## src/rtl/mem_arb_pkg.sv

```systemverilog
// rtl/mem_arb_pkg.sv - shared types and defaults for the I/D memory arbiter
package mem_arb_pkg;

  localparam int MEM_LAT_DEF     = 4;
  localparam int BLOCK_WORDS_DEF = 8;

  typedef enum logic [1:0] {IDLE, I_FILL, D_FILL, D_WRITE} arb_state_t;

  typedef enum logic {REQ_I = 1'b0, REQ_D = 1'b1} req_id_t;

  // Byte offset width of a block: word index bits plus the byte-in-word bit.
  function automatic int ofsOf(input int blockWords);
    return $clog2(blockWords) + 1;
  endfunction

endpackage

```

## src/rtl/mem_arbiter_fill_seq.sv

```systemverilog
// rtl/mem_arbiter_fill_seq.sv - block fill issue/receive counters and address formation
module fill_seq
  import mem_arb_pkg::*;
#(
  parameter int BLOCK_WORDS = BLOCK_WORDS_DEF,
  localparam int WW  = $clog2(BLOCK_WORDS),
  localparam int OFS = ofsOf(BLOCK_WORDS)
) (
  input  logic          clk,
  input  logic          rst_n,
  input  logic          active,
  input  logic [15:0]   baseAddr,
  input  logic          rvalid,
  output logic          issue,
  output logic [15:0]   addr,
  output logic [WW-1:0] recvWord,
  output logic          lastWord
);

  logic [WW:0]   issueCnt;
  logic [WW-1:0] recvCnt;
  logic          unusedLowBits;

  // Counters idle at zero so every fill starts from word 0.
  always_ff @(posedge clk) begin
    if (!rst_n || !active) begin
      issueCnt <= '0;
      recvCnt  <= '0;
    end else begin
      if (issue)  issueCnt <= issueCnt + 1'b1;
      if (rvalid) recvCnt  <= recvCnt + 1'b1;
    end
  end

  assign issue    = active && !issueCnt[WW];
  assign addr     = {baseAddr[15:OFS], issueCnt[WW-1:0], 1'b0};
  assign recvWord = recvCnt;
  assign lastWord = active && rvalid && (recvCnt == WW'(BLOCK_WORDS - 1));

  // Requester offset bits are ignored; block alignment is forced.
  assign unusedLowBits = ^baseAddr[OFS-1:0];

endmodule

```

## src/rtl/mem_arbiter.sv

```systemverilog
// rtl/mem_arbiter.sv - I/D cache arbiter and sequencer for the shared main memory
// ARB_RR_EN selects round-robin tie breaking; otherwise the D side always wins ties.
module mem_arbiter
  import mem_arb_pkg::*;
#(
  parameter int MEM_LAT     = MEM_LAT_DEF,
  parameter int BLOCK_WORDS = BLOCK_WORDS_DEF,
  localparam int WW = $clog2(BLOCK_WORDS)
) (
  input  logic          clk,
  input  logic          rst_n,
  input  logic          i_req,
  input  logic [15:0]   i_addr,
  input  logic          d_req,
  input  logic          d_we,
  input  logic [15:0]   d_addr,
  input  logic [15:0]   d_wdata,
  output logic          i_fill_valid,
  output logic          d_fill_valid,
  output logic [WW-1:0] i_fill_word,
  output logic [WW-1:0] d_fill_word,
  output logic [15:0]   fill_data,
  output logic          i_done,
  output logic          d_done,
  output logic          mem_en,
  output logic          mem_wr,
  output logic [15:0]   mem_addr,
  output logic [15:0]   mem_wdata,
  input  logic [15:0]   mem_rdata,
  input  logic          mem_rvalid
);

  if (MEM_LAT < 1 || MEM_LAT > 15 || BLOCK_WORDS < 2 || BLOCK_WORDS > 16 ||
      (BLOCK_WORDS & (BLOCK_WORDS - 1)) != 0) begin : gBadParam
    $error("mem_arbiter: parameter out of range");
  end

  arb_state_t    state, nextState;
  logic          fillActive, grantD, tieWinD;
  logic          seqIssue, seqLast;
  logic [15:0]   seqAddr;
  logic [WW-1:0] seqWord;

  assign fillActive = (state == I_FILL) || (state == D_FILL);
  assign grantD     = d_req && (!i_req || tieWinD);

  fill_seq #(.BLOCK_WORDS(BLOCK_WORDS)) uFillSeq (
    .clk      (clk),
    .rst_n    (rst_n),
    .active   (fillActive),
    .baseAddr ((state == D_FILL) ? d_addr : i_addr),
    .rvalid   (fillActive && mem_rvalid),
    .issue    (seqIssue),
    .addr     (seqAddr),
    .recvWord (seqWord),
    .lastWord (seqLast)
  );

`ifdef ARB_RR_EN
  req_id_t lastGrant;

  always_ff @(posedge clk) begin
    if (!rst_n)
      lastGrant <= REQ_I;
    else if (state == IDLE && (i_req || d_req))
      lastGrant <= grantD ? REQ_D : REQ_I;
  end

  assign tieWinD = (lastGrant == REQ_I);
`else
  assign tieWinD = 1'b1;
`endif

  always_ff @(posedge clk) begin
    if (!rst_n) state <= IDLE;
    else        state <= nextState;
  end

  always_comb begin
    nextState    = state;
    i_fill_valid = 1'b0;
    d_fill_valid = 1'b0;
    i_fill_word  = '0;
    d_fill_word  = '0;
    fill_data    = '0;
    i_done       = 1'b0;
    d_done       = 1'b0;
    mem_en       = 1'b0;
    mem_wr       = 1'b0;
    mem_addr     = '0;
    mem_wdata    = '0;
    case (state)
      IDLE: begin
        if (grantD)     nextState = d_we ? D_WRITE : D_FILL;
        else if (i_req) nextState = I_FILL;
      end
      I_FILL: begin
        mem_en       = seqIssue;
        mem_addr     = seqIssue ? seqAddr : '0;
        i_fill_valid = mem_rvalid;
        i_fill_word  = mem_rvalid ? seqWord : '0;
        fill_data    = mem_rvalid ? mem_rdata : '0;
        i_done       = seqLast;
        if (seqLast) nextState = IDLE;
      end
      D_FILL: begin
        mem_en       = seqIssue;
        mem_addr     = seqIssue ? seqAddr : '0;
        d_fill_valid = mem_rvalid;
        d_fill_word  = mem_rvalid ? seqWord : '0;
        fill_data    = mem_rvalid ? mem_rdata : '0;
        d_done       = seqLast;
        if (seqLast) nextState = IDLE;
      end
      D_WRITE: begin
        mem_en    = 1'b1;
        mem_wr    = 1'b1;
        mem_addr  = d_addr;
        mem_wdata = d_wdata;
        d_done    = 1'b1;
        nextState = IDLE;
      end
      default: nextState = IDLE;
    endcase
  end

endmodule

```

## config.mk

```make
export PLATFORM = sky130hd
export DESIGN_NAME = mem_arbiter
export DESIGN_NICKNAME = d
export VERILOG_FILES = /design/src/rtl/mem_arb_pkg.sv /design/src/rtl/mem_arbiter_fill_seq.sv /design/src/rtl/mem_arbiter.sv
export SDC_FILE = /design/constraint.sdc
export NUM_CORES = 1
export LEC_CHECK = 0
export ABC_AREA = 1
export CORE_ASPECT_RATIO = 0.6
export CORE_MARGIN = 2
export CORE_UTILIZATION = 29
export DETAILED_ROUTE_END_ITERATION = 8
export PLACE_DENSITY_LB_ADDON = 0.1
export RECOVER_POWER = 50
export SETUP_SLACK_MARGIN = 0.1
export SYNTH_ARGS = -nofsm -noshare
export SYNTH_HDL_FRONTEND = slang
export SYNTH_HIERARCHICAL = 1
export SYNTH_SLANG_ARGS = --single-unit
```

## constraint.sdc

```tcl
create_clock -name clk -period 2.27 [get_ports clk]
set_input_delay 0.454 -clock clk [delete_from_list [all_inputs] [get_ports clk]]
set_output_delay 0.454 -clock clk [all_outputs]
set_load 0.03 [all_outputs]
```

; ---- Yosys cells after proc, flatten, opt, wreduce, memory -nomap -nowiden
; Cells that the tools add are included.
[word_totals]
n_memories = 0
ff_bits = 9
mem_bits_ro = 0
latchBits = 0
output_inout_bits = 60
word_cells = 43
mem_bits_rw = 0
[op_classes]
n_bitwise = 0
n_addsub = 2
reduce_logical = 12
mul = 0
n_shift = 0
n_eq_ne = 6
n_lt_le_gt_ge = 0
n_mux = 20
div = 0
[ops]
columns = cell, n
row1 = two-way mux 16 bit, 5
row2 = case mux 16 bit (2 select lines), 1
row3 = two-way mux 3 bit, 3
row4 = two-way mux 2 bit, 3
row5 = case mux 2 bit (3 select lines), 1
row6 = two-way mux 1 bit, 5
row7 = "adder 4 x 1 -> 4 bit, second input constant", 1
row8 = "== test 2 bit, second input constant", 2
row9 = logical AND 1 bit, 4
row10 = case mux 1 bit (2 select lines), 2
row11 = "adder 3 x 1 -> 3 bit, second input constant", 1
row12 = "== test 3 bit, second input constant", 1
row13 = zero test 1 bit, 3
row14 = "!= test 3 bit, second input constant", 1
row15 = "== test 2 x 1 -> 1 bit, second input constant", 1
row16 = zero test 2 bit, 1
row17 = logical OR 1 bit, 2
row18 = "!= test 2 x 1 -> 1 bit, second input constant", 1
row19 = AND reduction 2 bit, 1
row20 = OR reduction 2 bit, 1

; ---- Logic depth before layout (Yosys ltp)
[logic_depth]
depth_word = 7
mapped_depth = 12

; ---- Cells and area by module
; The synthesis kept the hierarchy.
[modules_own_cells]
columns = mod, cells_per_inst, instances, area_per_inst_um2, seq_area_each_um2
row1 = mem_arbiter, 189, 1, 1047.3, 40.0
row2 = fill_seq, 57, 1, 454.2, 140.1

; ---- Worst setup path after synthesis
; No wires, ideal clock.
[synth_path]
path_type = register to output
from = register state[1]
to = output port d_done
arrival_time_ns = 2.029
path_stages_with_launch = 10
required_time_ns = 1.816
path_slack_ns = -0.213
path_buffers = 2
path_cell_list = dfxtp_1 inv_1 ha_1 buf_4 nand2_2 buf_2 inv_1 and3_2 a21oi_1 nor2_1
[synth_via]
elab_chain_len = 6
elab_cells_between_ends = 8
classes_between = eq/ne (3) / mux (1) / reduce/logical (4)
[synth_lines]
columns = item, line
row1 = start: declaration, mem_arbiter.sv:38  ; arb_state_t state, nextState;
row2 = start signal: assignment, mem_arbiter.sv:76  ; else state <= nextState;
row3 = == test 2 x 1 -> 1 bit or == test 2 bit (tied branches), mem_arbiter.sv:44  ; assign fillActive = (state == I_FILL) || (state == D_FILL);
row4 = logical OR 1 bit *, mem_arbiter.sv:44
row5 = net fillActive, mem_arbiter.sv:39  ; logic fillActive, grantD, tieWinD;
row6 = logical AND 1 bit, mem_arbiter.sv:52  ; .rvalid (fillActive && mem_rvalid),
row7 = logical AND 1 bit * (2 in series), mem_arbiter_fill_seq.sv:38  ; assign lastWord = active && rvalid && (recvCnt == WW'(BLOCK_WORDS - 1));
row8 = net seqLast, mem_arbiter.sv:40  ; logic seqIssue, seqLast;
row9 = case mux 1 bit (2 select lines) *, mem_arbiter.sv:92  ; case (state)
row10 = end: declaration, mem_arbiter.sv:24  ; output logic d_done,
; The timed path passes the listed nets; every way through them passes the cells marked *.

; ---- Worst setup path in the final report
[layout_path]
from = register state[0]
to = output port mem_addr[15]
[layout_via]
elab_chain_len = 5
elab_cells_between_ends = 9
classes_between = eq/ne (3) / mux (3) / reduce/logical (3)
[layout_lines]
columns = item, line
row1 = == test 2 x 1 -> 1 bit or == test 2 bit (tied branches), mem_arbiter.sv:44
row2 = logical OR 1 bit *, mem_arbiter.sv:44
row3 = net fillActive, mem_arbiter.sv:39
row4 = logical AND 1 bit *, mem_arbiter_fill_seq.sv:35  ; assign issue = active && !issueCnt[WW];
row5 = net seqIssue, mem_arbiter.sv:40
row6 = two-way mux 16 bit *, "mem_arbiter.sv:99, mem_arbiter.sv:108"
row7 = case mux 16 bit (2 select lines) *, mem_arbiter.sv:92
row8 = end: declaration, mem_arbiter.sv:27  ; output logic [15:0] mem_addr,
; Marked as above.

==> impl_metrics.toml <==
[layout]
final_common_cell = "clkdlybuf4s50_1"
area_growth_pct = 94.7
num_antenna_cells = 0
fin_nets = 438
layout.cells.most_common_list = "clkdlybuf4s50_1 (64), nand2_1 (51), inv_1 (44)"
finish.instance_area_mm2 = 0.00284
final_layout_size_suffix_gt1_share_pct = 29.6

[worst_setup_path]
start_kind = "flop"
r2r_slack_ns = 0.67
r2r_start = "state[0]"
cp.required_ns = 1.82
cp_max_fo = 8
endpoint_kind = "output port"
rr_worst_depth = 8
r2r-end = "uFillSeq/issueCnt[1]"
worstSetupPathType = "reg -> out"
cp.arrival_ns = 1.69

[timing]
final.setup.worst_slack_ns = 0.131
finalCriticalPeriod_ns = 2.14
clock.fmax_mhz = 467
fin_skew_ns = 0.00812
rsz0062_at_grt = "yes"
drv_slew = 0
finalCritPeriodShare_pct = 94.2
hold_violations = 0
setup_tns_ns = 0
setup_viol = 0

[power]
leakage_nw = 1.37
ir_drop_mv = 0.594
p_per_area_mw_per_mm2 = 871
total_power_mw = 2.47

[yosys]
yosysWarnings = 6
syn_avg_cell_area_um2 = 6.02
synth_area_mm2 = 0.00146
syn_nets = 321
netlist_instances = 242

[min_path]
hold_start = "uFillSeq/recvWord[1]"
hold_class = "reg -> reg"
whs_path_depth = 2
worstHoldEndpoint = "uFillSeq/recvWord[1]"

[clock_network]
clkSinkCount = 9
cts_hold_buf = 0
cts_root_buf = "clkbuf_8"
cts_max_path_buffers = 2
htree_levels = 1
cts.reportedPaths.clkPinSlew_ns = 0.04
clkLatencyLatePin_ns = 0.23
cts_tree = "built"
cts_buffers = 3

[floorplan]
fp.dieArea_mm2 = 0.00562
rows = 19
core_area_mm2 = 0.00471
initial_core_util_pct = 30.9
dieWidth_um = 95.5
fp.dieH_um = 58.9
ios = 130

[detailed_routing]
dr.pass1.iters = 4
vias = 1792
postRouteAntennaNets = 0
wl_per_cell_um = 12.7
drtIter0Drc = 48
vias_per_cell = 4.26
wirelength_um = 5340
drc = 0

[global_routing]
first_global_vias = 1560
grt_overflow_total = 0
grt_use_total_pct = 16.0
antenna_found_initial = 0
grt_max_degree = 22
grt_first_pass_wirelength_um = 7260

[run_status]
status = "finished clean"

[place]
gp_congestion = 0.776
placed_area_mm2 = 0.00260
hpwl_um = 3720
portBuffers = 125
pre_cts_ws_ns = 0.132

[job]
drv_cap = 0
power by group:
part	switching (mW)	total (mW)	internal, mW
registers	0.0474	0.248	0.201
logic	1.11	2.03	0.927
clock network	0.0670	0.190	0.123
worst max path at each step:
stage                    start      endpoint  slack (ns)  cells after the start
floorplan             state[0]        d_done        0.05                      9
global placement    d_wdata[5]  mem_wdata[5]        0.14                      4
detailed placement  mem_rvalid        d_done        0.13                      7
CTS                   state[1]  mem_addr[10]        0.08                      8
global route          state[1]        d_done        0.05                      8
finish                state[0]  mem_addr[15]        0.13                      8
cell type report:
| class | instances | area (µm²) |
|---|---|---|
| inverters | 50 | 196 |
| clock buffers | 4 | 45.0 |
| fillers | 459 | 1870 |
| flip-flops and latches | 9 | 188 |
| repair buffers | 141 | 1320 |
| multi-input cells | 154 | 1010 |
| well taps | 63 | 78.8 |
worst max-delay path, cell delays in order (launching register included):
cell       delay, ns
dfxtp_4         0.37
inv_4           0.06
ha_4            0.32
nand2_4         0.08
inv_6           0.08
clkbuf_16       0.16
nand3_2         0.08
a21oi_2         0.16
buf_6           0.15
flip-flops by register name, indices dropped and copies added (netlist names):
name and count:
state 2, uFillSeq/issueCnt 4, uFillSeq/recvWord 3
stage by stage:
step                      std cells  hold slack (ns)  util [%]
after floorplan                 242            0.456         -
after global placement          408            0.472      55.3
after detailed placement        408            0.478      55.3
after CTS                       415            0.484      57.1
after global routing            421            0.522      60.2
final                           421            0.483      60.2
per-layer routing:
layer  GRT usage, %  routed length [µm]  share of wire (%)
met5              0                   0                  0
met4           2.65                  31               0.58
met3           4.87                 468                8.8
met2           25.1                2260                 42
met1           22.3                2580                 48
what timing repair did:
| item | CTS | global route |
|---|---|---|
| buffers inserted | 3 | 3 |
| cloned | 0 | 3 |
| gates resized for setup | 12 | 49 |
| pin swaps | 1 | 12 |
| endpoints found under the setup margin | 34 | 27 |
No activity file was read; power rests on OpenSTA's default activity.
